$ cat src/rtl/sha1_pkg.sv
// sha1_pkg: constants and types shared by the SHA-1 message padder.
package sha1_pkg;
    localparam logic [159:0] IV = 160'h67452301_EFCDAB89_98BADCFE_10325476_C3D2E1F0;
    localparam int BLOCK_WORDS = 16;
    localparam int BLOCK_BYTES = 64;
    localparam int LEN_POS     = 56;
    typedef enum logic [2:0] {FILL, PAD, LOAD, START, WAIT} state_e;
endpackage

$ cat src/rtl/sha1_block_buf.sv
// sha1_block_buf: 64-byte block register file with byte, marker and length writes.
module sha1_block_buf
    import sha1_pkg::*;
(
    input  logic        clk,
    input  logic        reset,
    input  logic        clr_i,
    input  logic        wr_en_i,
    input  logic [5:0]  wr_idx_i,
    input  logic [7:0]  wr_data_i,
    input  logic        mk_en_i,
    input  logic [5:0]  mk_idx_i,
    input  logic        len_en_i,
    input  logic [63:0] len_i,
    input  logic [3:0]  rd_word_i,
    output logic [31:0] rd_data_o
);
    logic [7:0] mem_q [BLOCK_BYTES];
    logic [7:0] mem_d [BLOCK_BYTES];

    always_comb begin
        mem_d = mem_q;
        if (clr_i) mem_d = '{default: 8'h00};
        if (wr_en_i) mem_d[wr_idx_i] = wr_data_i;
        if (mk_en_i) mem_d[mk_idx_i] = 8'h80;
        // Bit length lands big-endian in the last eight bytes (words 14-15).
        if (len_en_i) for (int k = 0; k < 8; k++) mem_d[6'(LEN_POS + k)] = len_i[63 - 8*k -: 8];
    end

    always_ff @(posedge clk or posedge reset)
        if (reset) mem_q <= '{default: 8'h00};
        else       mem_q <= mem_d;

    assign rd_data_o = {mem_q[{rd_word_i, 2'd0}], mem_q[{rd_word_i, 2'd1}],
                        mem_q[{rd_word_i, 2'd2}], mem_q[{rd_word_i, 2'd3}]};
endmodule

$ cat src/rtl/sha1_padder.sv
// sha1_padder: builds padded SHA-1 blocks from a byte stream and feeds them to sha1_exec.
module sha1_padder
    import sha1_pkg::*;
(
    input  logic         clk,
    input  logic         reset,
    input  logic         in_valid,
    output logic         in_ready,
    input  logic [7:0]   in_data,
    input  logic         in_last,
    output logic         load_in,
    output logic [31:0]  data_in,
    output logic         start,
    output logic [159:0] cv,
    output logic         use_prev_cv,
    input  logic         busy,
    input  logic         out_valid,
    output logic         msg_done
);
    localparam int CW = $clog2(BLOCK_WORDS);

    state_e        state_q;
    logic [6:0]    idx_q;
    logic [60:0]   len_q;
    logic [CW-1:0] cnt_q;
    logic          need_80_q, need_len_q, fin_q, first_q;
    logic          start_q, upc_q, done_q;
    logic          acc, mk, lw, clr;
    logic [6:0]    pos;
    logic [31:0]   rd;

    assign in_ready    = (state_q == FILL) & ~reset;
    assign acc         = in_valid & in_ready;
    assign load_in     = (state_q == LOAD) & ~busy;
    assign data_in     = load_in ? rd : '0;
    assign start       = start_q;
    assign use_prev_cv = upc_q;
    assign msg_done    = done_q;
    assign cv          = IV;
    // idx==64 means the last byte filled the block; the marker waits for a fresh block.
    assign mk  = (state_q == PAD) & need_80_q & ~idx_q[6];
    assign pos = idx_q + {6'd0, mk};
    assign lw  = (state_q == PAD) & need_len_q & (pos <= 7'(LEN_POS));
    assign clr = (state_q == WAIT) & out_valid;

    sha1_block_buf u_buf (
        .clk       (clk),
        .reset     (reset),
        .clr_i     (clr),
        .wr_en_i   (acc),
        .wr_idx_i  (idx_q[5:0]),
        .wr_data_i (in_data),
        .mk_en_i   (mk),
        .mk_idx_i  (idx_q[5:0]),
        .len_en_i  (lw),
        .len_i     ({len_q, 3'b000}),
        .rd_word_i (cnt_q),
        .rd_data_o (rd)
    );

    always_ff @(posedge clk or posedge reset) begin
        if (reset) begin
            state_q    <= FILL;
            idx_q      <= '0;
            len_q      <= '0;
            cnt_q      <= '0;
            need_80_q  <= 1'b0;
            need_len_q <= 1'b0;
            fin_q      <= 1'b0;
            first_q    <= 1'b1;
            start_q    <= 1'b0;
            upc_q      <= 1'b0;
            done_q     <= 1'b0;
        end else begin
            start_q <= 1'b0;
            upc_q   <= 1'b0;
            done_q  <= 1'b0;
            case (state_q)
                FILL: if (acc) begin
                    idx_q <= idx_q + 7'd1;
                    len_q <= len_q + 61'd1;
                    if (in_last) begin
                        need_80_q  <= 1'b1;
                        need_len_q <= 1'b1;
                        fin_q      <= 1'b1;
                        state_q    <= PAD;
                    end else if (idx_q == 7'd63) state_q <= LOAD;
                end
                PAD: begin
                    if (mk) need_80_q <= 1'b0;
                    if (lw) need_len_q <= 1'b0;
                    state_q <= LOAD;
                end
                LOAD: if (!busy) begin
                    cnt_q <= cnt_q + 1'b1;
                    if (cnt_q == CW'(BLOCK_WORDS - 1)) begin
                        start_q <= 1'b1;
                        upc_q   <= ~first_q;
                        state_q <= START;
                    end
                end
                START: begin
                    first_q <= 1'b0;
                    state_q <= WAIT;
                end
                WAIT: if (out_valid) begin
                    idx_q <= '0;
                    if (need_80_q | need_len_q) state_q <= PAD;
                    else begin
                        state_q <= FILL;
                        if (fin_q) begin
                            done_q  <= 1'b1;
                            first_q <= 1'b1;
                            len_q   <= '0;
                            fin_q   <= 1'b0;
                        end
                    end
                end
                default: state_q <= FILL;
            endcase
        end
    end
endmodule

$ cat config.mk
export PLATFORM = sky130hd
export DESIGN_NAME = sha1_padder
export DESIGN_NICKNAME = d
export VERILOG_FILES = /design/src/rtl/sha1_pkg.sv /design/src/rtl/sha1_block_buf.sv /design/src/rtl/sha1_padder.sv
export SDC_FILE = /design/constraint.sdc
export NUM_CORES = 2
export LEC_CHECK = 0
export BUFFER_PORTS_ARGS = -buffer_cell sky130_fd_sc_hd__buf_2
export CAP_MARGIN = 10
export CORE_MARGIN = 3
export CORE_UTILIZATION = 40
export DETAILED_ROUTE_END_ITERATION = 10
export SETUP_SLACK_MARGIN = 0.02
export SLEW_MARGIN = 10
export SYNTH_ARGS = -nofsm -noshare
export SYNTH_HDL_FRONTEND = slang
export SYNTH_SLANG_ARGS = --single-unit
$ cat constraint.sdc
create_clock -name clk -period 43 [get_ports clk]
set_input_delay 2.15 -clock clk [delete_from_list [all_inputs] [get_ports clk]]
set_output_delay 2.15 -clock clk [all_outputs]
set_load 0.01 [all_outputs]
==> run metrics <==
setup TNS 0 ns; min Tclk post-route 6.31 ns; met2 routed wirelength 45100 um; number of hold violations in the final report 0; grt total ovfl 0; Syn Area/Cell 9.99 sq um; Mapped Area between 20000 and 30000 sq um; Cell variety after synth around 60; vias per cell 6.25; asr flop ratio synth 1.00; WL met3 9590 um; CP startpoint kind primary input; Max Freq 0.158 GHz; setup violators final 0; hold_ws 0.469 ns; Synth area leader dfrtp_1; share of post-route cells with drive strength above 1 0.154; first drt pass iteration count 7; vias in the first global route 23600; switching portion of total power 0.397; Hold-fix buffers, CTS 0; crit share post-route 0.147; Worst Path Max Fanout 31; Worst VDD drop 65.5 uV; initial antenna violation count 1; Max-Cap Viols 0; hold crit path type flop to flop; Setup Skew 0.0357 ns; post-synthesis sequential area ratio 0.451; Gate power share 0.352; vias between 20000 and 25000; I/O pin total 211; pre-CTS WS 36.74 ns; Area contributors post-synth dfrtp_1, mux4_2, a21oi_1, nand3_1, nand2_1; Post-CTS Repair Setup Buffers 0; # fillers 6924; first-pass GRT wire length 151000 um; kind of critical path primary input to output port; area of the multi-input gates 14600 sq um; Worst Path Arrival 4.16 ns; core area 73100 sq um; Psw 766 uW; Final Wtd Congestion 0.906; die area 77300 sq um; RSZ-0062 raised after global routing false; ANT nets after route 0; Worst slew margin 0.177; Int Pwr 1.17 mW; ant diodes 0; wl on met1 between 30000 and 40000 um; IO buf count 50; final WL 100000 um; #FFs+latches synth 533; clk sinks 533; FP Rows 99; Cells after Synth 2962; Clk Latency, worst-skew pair 0.64 ns; clock-pin slew on the worst setup and hold paths ~0.06 ns; Flop pwr share 0.398; Lkg Pwr approximately 14 nW; Worst Setup End Kind output port; status complete, no violations; cts repair resizes 0; fin nets 2899; Die Y-Extent 278 um; DP Wirelength 63000 um; Avg WL per Cell 25.8 um; power per cell area 61.2 nW/um^2; worst endpoint required time around 41 ns; Setup WS post-layout roughly 37 ns; CTS tree yes; max-slew violations 0; Total GRT Usage 0.253; placed cells 3780; Tightest Pin Transition between 1 and 1.5 ns; Die X approximately 280 um; top layer in use met4; DRC violation count after routing 0; ys flop type dfrtp_1; Syn. warnings 0; starting DRC count in detailed routing 2742; Final Instance Count excl. Fillers roughly 3900; number of CTS-inserted buffers 58; starting density of the core 0.405; largest net degree at the start of global routing 217; synthesis-to-layout area growth 6.59%; post-synth top area share 0.450; register area roughly 13000 sq um; H-tree levels 2; Max clock buf depth 3; clock share of power 0.250; EDFF count, synth 0; Root Buffer clkbuf_16
==> critical path, stage by stage <==
cell and delay, ns:
buf_2 0.10, or4b_1 0.62, inv_1 0.20, and3_1 0.18, buf_4 0.42, a22oi_1 0.14
nand2_1 0.16, buf_2 0.16
==> power by group through the flow <==
| stage | Clock [mW] | Combinational (mW) | Sequential [mW] |
|---|---|---|---|
| final | 0.483 | 0.679 | 0.769 |
| after global routing | 0.507 | 0.718 | 0.783 |
| after CTS | 0.487 | 0.671 | 0.764 |
| after detailed placement | 0 | 0.671 | 0.770 |
| after global placement | 0 | 0.656 | 0.766 |
| after floorplan | 0 | 0.545 | 0.699 |
==> state kept, by name, indices dropped and copies added (netlist names) <==
| signal | flops |
|---|---|
| state_q | 3 |
| use_prev_cv | 1 |
| need_80_q | 1 |
| idx_q | 7 |
| fin_q | 1 |
| u_buf.mem_q | 512 |
| need_len_q | 1 |
| start | 1 |
| msg_done | 1 |
| first_q | 1 |
| cnt_q | 4 |
==> metrics by stage <==
step	utilization	total power, mW	instance area, sq um
global route	0.432	2.01	31500
detailed placement	0.407	1.44	29800
floorplan	-	1.24	30200
finish	0.432	1.93	31500
global placement	0.407	1.42	29800
CTS	0.432	1.92	31500
==> layout by cell type (no fill, tap or decap), types with 42 or more instances in the layout <==
cell       count
a22oi_1       63
a21oi_1      459
mux4_2       128
nand3_1      454
dfrtp_1      530
nor2_1        46
buf_2         50
nand4_1       54
clkbuf_16     59
nor4_4        63
nand2_1      497
conb_1       160
buf_4         42
and3_1        56
a211o_1       53
==> cell families after synthesis <==
family,Yosys count,share of synthesized area
other cells,2,0.000254
simple gates,1284,0.252
flops,533,0.451
buf+inv,398,0.0788
xor+xnor,10,0.00296
fa+ha+maj,4,0.00169
compound gates,601,0.115
mux,130,0.0981
==> Yosys cell counts, types with 2 or more instances <==
| master | instances |
|---|---|
| a211o_1 | 53 |
| a211oi_1 | 2 |
| a21oi_1 | 459 |
| a22oi_1 | 63 |
| and2_1 | 2 |
| and3_1 | 56 |
| and3b_1 | 3 |
| buf_1 | 23 |
| buf_2 | 58 |
| buf_4 | 182 |
| buf_6 | 5 |
| buf_8 | 3 |
| clkbuf_1 | 122 |
| conb_1 | 2 |
| dfrtp_1 | 532 |
| ha_1 | 4 |
| inv_1 | 3 |
| mux4_2 | 128 |
| nand2_1 | 497 |
| nand2b_1 | 3 |
| nand3_1 | 455 |
| nand3_2 | 2 |
| nand3b_1 | 2 |
| nand3b_4 | 2 |
| nand4_1 | 54 |
| nand4_2 | 6 |
| nand4_4 | 6 |
| nor2_1 | 47 |
| nor2b_1 | 3 |
| nor3_1 | 15 |
| nor3_2 | 39 |
| nor3b_1 | 5 |
| nor3b_2 | 3 |
| nor3b_4 | 3 |
| nor4_1 | 2 |
| nor4_2 | 2 |
| nor4_4 | 63 |
| o21ai_0 | 4 |
| o22ai_1 | 14 |
| o31ai_1 | 2 |
| or3_1 | 2 |
| or3b_1 | 4 |
| xnor2_1 | 8 |
| xor2_1 | 2 |
==> per-layer routing <==
metal	vias to the layer above	GRT usage
met5	-	0
met4	0	0.135
met3	264	0.0590
met2	1328	0.386
met1	12400	0.336
li1	10300	-
==> cell type report <==
class / count / share of cell area
Clock buffer: 94 / 0.0548
Clock inverter: 7 / 0.00171
Inverter: 5 / 0.00123
Multi-Input combinational cell: 2189 / 0.462
Sequential cell: 533 / 0.423
Tap cell: 959 / 0.0380
Timing Repair Buffer: 94 / 0.0192
==> final timing paths <==
| kind | slack [ns] | cells after the start | endpoint | start |
|---|---|---|---|---|
| worst max-delay path | 36.69 | 8 | data_in[7] | busy |
| worst min-delay path | 0.47 | 1 | fin_q | fin_q |
| worst max register to register | 38.73 | 6 | u_buf.mem_q[367] | state_q[1] |
| worst min register to register | 0.47 | 1 | fin_q | fin_q |
| max in group asynchronous | 38.20 | 5 | u_buf.mem_q[42] | reset |
| min in group asynchronous | 1.68 | 2 | cnt_q[2] | reset |
No activity file was read; power rests on OpenSTA's default activity.
